File: config.mk
export PLATFORM = sky130hd
export DESIGN_NAME = serial_subtractor
export DESIGN_NICKNAME = d
export VERILOG_FILES = /design/src/rtl/serial_subtractor_pkg.sv /design/src/rtl/serial_subtractor_full_subtractor.sv /design/src/rtl/serial_subtractor.sv
export SDC_FILE = /design/constraint.sdc
export NUM_CORES = 1
export LEC_CHECK = 0
export CORE_MARGIN = 2
export CORE_UTILIZATION = 40
export DETAILED_ROUTE_END_ITERATION = 10
export PLACE_DENSITY = 0.68
export SETUP_SLACK_MARGIN = 0.05
export SLEW_MARGIN = 10
export SYNTH_ARGS = -nofsm -noshare
export SYNTH_HDL_FRONTEND = slang
export SYNTH_HIERARCHICAL = 1
export SYNTH_SLANG_ARGS = --single-unit
File: constraint.sdc
create_clock -name i_clk -period 1.2 [get_ports i_clk]
set_input_delay 0.18 -clock i_clk [delete_from_list [all_inputs] [get_ports i_clk]]
set_output_delay 0.18 -clock i_clk [all_outputs]
set_load 0.02 [all_outputs]
File: src/rtl/serial_subtractor_pkg.sv
// Purpose: shared FSM state encoding and full-subtractor borrow equation for serial_subtractor.
// Latency: n/a (types and a pure function only).
// Backpressure: n/a.
package serial_subtractor_pkg;

  typedef enum logic {
    S_IDLE = 1'b0,
    S_RUN  = 1'b1
  } state_t;

  // Borrow out of one subtractor cell: borrow when a<b, or when a==b and a
  // borrow is already pending.
  function automatic logic fs_borrow(input logic a, input logic b, input logic bin);
    return (~a & b) | (~(a ^ b) & bin);
  endfunction

endpackage

File: src/rtl/serial_subtractor_full_subtractor.sv
// Purpose: one-bit full subtractor cell, d = a - b - bin with borrow out.
// Latency: combinational.
// Backpressure: none.
// Ports: i_a minuend bit, i_b subtrahend bit, i_bin borrow in,
//        o_d difference bit, o_bout borrow out.
module serial_subtractor_full_subtractor
  import serial_subtractor_pkg::*;
(
  input  logic i_a,
  input  logic i_b,
  input  logic i_bin,
  output logic o_d,
  output logic o_bout
);

  assign o_d    = i_a ^ i_b ^ i_bin;
  assign o_bout = fs_borrow(i_a, i_b, i_bin);

endmodule

File: src/rtl/serial_subtractor.sv
// Purpose: bit-serial subtractor, diff = a - b - bin mod 2^WIDTH, LSB first, one bit per clock.
// Latency: done pulses in the cycle after edge accept+WIDTH; diff/bout valid from that cycle.
// Backpressure: start is taken only while idle; start during busy is ignored.
// Ports: i_clk clock, i_rst sync active-high reset, i_start request,
//        i_a/i_b operands, i_bin borrow in (captured on accept),
//        o_busy operation in progress, o_done 1-cycle completion pulse,
//        o_diff result, o_bout borrow out (1 iff a < b+bin unsigned).
module serial_subtractor
  import serial_subtractor_pkg::*;
#(
  parameter int WIDTH = 4
) (
  input  logic             i_clk,
  input  logic             i_rst,
  input  logic             i_start,
  input  logic [WIDTH-1:0] i_a,
  input  logic [WIDTH-1:0] i_b,
  input  logic             i_bin,
  output logic             o_busy,
  output logic             o_done,
  output logic [WIDTH-1:0] o_diff,
  output logic             o_bout
);

  localparam int              CNT_W    = $clog2(WIDTH + 1);
  localparam logic [CNT_W-1:0] LAST_CNT = CNT_W'(WIDTH - 1);

  state_t           r_state;
  state_t           w_state_nxt;
  logic [WIDTH-1:0] r_a_sh;
  logic [WIDTH-1:0] r_b_sh;
  logic [WIDTH-1:0] r_res;
  logic [WIDTH-1:0] w_res_nxt;
  logic [WIDTH-1:0] r_diff;
  logic [CNT_W-1:0] r_cnt;
  logic             r_brw;
  logic             r_done;
  logic             r_bout;
  logic             w_accept;
  logic             w_run;
  logic             w_last;
  logic             w_d;
  logic             w_brw_nxt;

  assign w_run    = (r_state == S_RUN);
  assign w_accept = (r_state == S_IDLE) && i_start;
  assign w_last   = w_run && (r_cnt == LAST_CNT);

  serial_subtractor_full_subtractor u_fs (
    .i_a    (r_a_sh[0]),
    .i_b    (r_b_sh[0]),
    .i_bin  (r_brw),
    .o_d    (w_d),
    .o_bout (w_brw_nxt)
  );

  // New difference bit enters at the MSB so that after WIDTH shifts the
  // first (LSB) bit has reached position 0. Written this way to stay legal
  // for WIDTH=1.
  always_comb begin
    w_res_nxt            = r_res >> 1;
    w_res_nxt[WIDTH-1]   = w_d;
  end

  always_comb begin
    w_state_nxt = r_state;
    case (r_state)
      S_IDLE:  if (i_start) w_state_nxt = S_RUN;
      S_RUN:   if (r_cnt == LAST_CNT) w_state_nxt = S_IDLE;
      default: w_state_nxt = S_IDLE;
    endcase
  end

  always_ff @(posedge i_clk) begin
    if (i_rst) begin
      r_state <= S_IDLE;
    end else begin
      r_state <= w_state_nxt;
    end
  end

  always_ff @(posedge i_clk) begin
    if (i_rst) begin
      r_a_sh <= '0;
      r_b_sh <= '0;
      r_res  <= '0;
      r_brw  <= 1'b0;
      r_cnt  <= '0;
      r_done <= 1'b0;
      r_diff <= '0;
      r_bout <= 1'b0;
    end else begin
      r_done <= 1'b0;
      if (w_accept) begin
        // Operands are loaded only here, so idle X/garbage on the inputs
        // never reaches the datapath.
        r_a_sh <= i_a;
        r_b_sh <= i_b;
        r_brw  <= i_bin;
        r_cnt  <= '0;
      end else if (w_run) begin
        r_a_sh <= r_a_sh >> 1;
        r_b_sh <= r_b_sh >> 1;
        r_brw  <= w_brw_nxt;
        r_res  <= w_res_nxt;
        r_cnt  <= r_cnt + 1'b1;
        // Visible outputs update only on completion; they hold the previous
        // result while a new operation runs.
        if (w_last) begin
          r_done <= 1'b1;
          r_diff <= w_res_nxt;
          r_bout <= w_brw_nxt;
        end
      end
    end
  end

  assign o_busy = w_run;
  assign o_done = r_done;
  assign o_diff = r_diff;
  assign o_bout = r_bout;

endmodule

==> flow_summary.json <==
{
  "status": "complete, no violations",
  "first_iter_violations": 4,
  "hp-start": "r_res[1]",
  "place_congestion": 0.654,
  "cp_max_fo": 2,
  "hold_viol_final": 0,
  "track_usage_pct": 13.4,
  "drv_cap": 0,
  "worstPathArrival_ns": 1.40,
  "p_total_mw": 1.41,
  "p_leak_nw": 0.514,
  "diodes": 0,
  "hold_depth": 2,
  "syn_area_um2": 965,
  "grt_pass1_wl_um": 2700,
  "holdPathEnd": "o_diff[0]",
  "vias_per_cell": 4.87,
  "seq_area_frac_synth_pct": 45.7,
  "fin_worst_skew_ns": 0.00820,
  "switching_share_pct": 23.6,
  "layout_commonest_cell": "dfxtp_1",
  "r2r-start": "r_b_sh[0]",
  "synth-seq-cells": 22,
  "mostFrequentLayoutCells": "17 x dfxtp_1, 12 x mux2i_1, 11 x clkdlybuf4s50_1",
  "grt_max_degree": 23,
  "r2r-end": "o_diff[3]",
  "die_area_um2": 2820,
  "period_share_pct": 96.6,
  "netlist_instances": 96,
  "clockPowerShare_pct": 28.2,
  "startpoint_type": "register",
  "slew_headroom_pct": 85.3,
  "numClockSinks": 22,
  "end_kind": "register",
  "peakVddDrop_uv": 561,
  "power_density_nw_per_um2": 1090,
  "chipHeight_um": 53.1,
  "hold_ws_ns": 0.493,
  "holdBufCountCts": 0,
  "coreArea_um2": 2250,
  "drcViolationCount": 0,
  "yosysUniqueCellTypes": 19,
  "tightest_slew_ns": 0.219,
  "seqPwrFrac_pct": 56.3,
  "avgSynthCellArea_um2": 10.0,
  "drt_first_pass_iters": 3,
  "pin_count": 19,
  "p_int_mw": 1.08,
  "clk_pin_slew_ns": 0.12,
  "clkLatencyLatePin_ns": 0.30,
  "min_path_type": "register to register",
  "fin_util_pct": 57.1,
  "hpwl_um": 1170,
  "num_rows": 17,
  "vias": 721,
  "cts_root_buffer": "clkbuf_4",
  "cts-htree-levels": 1,
  "numCtsBuffers": 3,
  "setup_viol": 0,
  "area_growth_pct": 33.5,
  "antenna_found_initial": 0,
  "fmax_mhz": 863,
  "ctsLongestPathBuffers": 2,
  "worstSetupPathType": "register to register",
  "rsz0062_at_grt": "true",
  "start_util_pct": 42.8,
  "numPortBuffers": 18,
  "drt-total-wl_um": 1750,
  "wl_per_cell_um": 11.8,
  "dieWidth_um": 53.1,
  "layout.nets": 136,
  "reg2reg_slack_ns": 0.04,
  "synth_warnings": 6,
  "reg2reg_depth": 4,
  "cts_tree": "yes",
  "p_comb_share_pct": 15.6,
  "synth_nets": 111,
  "required_ns": 1.44,
  "switchingPower_mw": 0.333,
  "overflow": 0,
  "ant_nets": 0,
  "finalMaxSlewViolations": 0,
  "min_period_ns": 1.16,
  "grt_pass1_vias": 640,
  "layout-drive-gt1-share_pct": 32.5
}
[critical path: stages, from the launching register on]
cell and delay (ns):
dfxtp_2 0.35, inv_2 0.04, fa_2 0.54, nand3_2 0.06, a21oi_2 0.11
[power groups by stage]
stage | Clock (mW) | Sequential (mW) | Combinational [mW]
final | 0.397 | 0.792 | 0.219
after detailed placement | 0 | 0.803 | 0.206
after global routing | 0.456 | 0.797 | 0.240
after floorplan | 0 | 0.802 | 0.125
after global placement | 0 | 0.802 | 0.201
after CTS | 0.424 | 0.792 | 0.213
[layout make-up]
class | instances | area, µm²
fill | 228 | 967
multi-input combinational | 62 | 503
sequential | 22 | 447
timing repair buffer | 27 | 248
clock buffer | 4 | 36.3
tap | 28 | 35.0
inverter | 5 | 18.8
[registers in the layout, summed over array words and instances (netlist names)]
register and flops:
o_diff 4, o_done 1, r_res 3, r_b_sh 4
o_bout 1, r_a_sh 4, r_cnt 3, o_busy 1
r_brw 1
[cell families (layout without fill, tap and decap cells)]
kind of cell / Yosys count / after routing / synth area share (%)
AO/OA/AOI/OAI: 21 / 21 / 15.6
adder cells (fa/ha/maj): 3 / 3 / 4.67
buffers and inverters: 12 / 36 / 6.74
flip-flops: 22 / 22 / 45.7
multiplexers: 12 / 12 / 12.5
AND/OR/NAND/NOR: 26 / 26 / 14.9
[per-stage QoR]
stage | setup WS (ns) | instances | TNS, ns | area [µm²]
floorplan | 0.0537 | 96 | 0 | 986
global route | -0.0251 | 148 | -0.0264 | 1290
global placement | -0.129 | 140 | -1.19 | 1210
detailed placement | -0.186 | 140 | -1.60 | 1210
CTS | 0.0357 | 146 | 0 | 1290
finish | 0.0407 | 148 | 0 | 1290
[worst max-delay path by stage]
stage / from / to / cells after the start / slack (ns)
after floorplan: r_cnt[0] / o_bout / 5 / 0.05
after global placement: i_start / r_b_sh[2] / 4 / -0.13
after detailed placement: i_start / r_b_sh[2] / 4 / -0.19
after CTS: r_a_sh[0] / r_res[3] / 3 / 0.04
after global routing: r_b_sh[0] / r_res[3] / 4 / -0.03
final: r_b_sh[0] / o_diff[3] / 4 / 0.04
[synth_stat cells]
| library cell | instances | area share (%) |
|---|---|---|
| nor2b_1 | 7 | 4.5 |
| a21oi_1 | 8 | 4.2 |
| a211oi_1 | 8 | 6.2 |
| nor3_1 | 2 | 1.0 |
| buf_2 | 1 | 0.52 |
| a21bo_2 | 5 | 5.2 |
| buf_6 | 1 | 1.2 |
| or3b_1 | 3 | 2.7 |
| nor2_1 | 5 | 1.9 |
| buf_1 | 2 | 0.78 |
| buf_4 | 3 | 2.3 |
| dfxtp_1 | 22 | 46 |
| ha_1 | 2 | 2.6 |
| mux2i_1 | 12 | 12 |
| nand2b_1 | 2 | 1.3 |
| nand3_1 | 5 | 2.6 |
| inv_1 | 5 | 1.9 |
| fa_1 | 1 | 2.1 |
| nand2_1 | 2 | 0.78 |
[timing repair]
item,4_1_cts,5_1_grt
pin swaps,3,0
resized for setup,24,13
buffers inserted,2,2
endpoints found under the setup margin,12,18
[metal layers]
metal  share of wire [%]  track usage [%]
met4                   0             6.41
met2                  48             21.3
met3                 4.4             3.39
met1                  47             16.8
met5                   0                0
No activity file was read; power rests on OpenSTA's default activity.
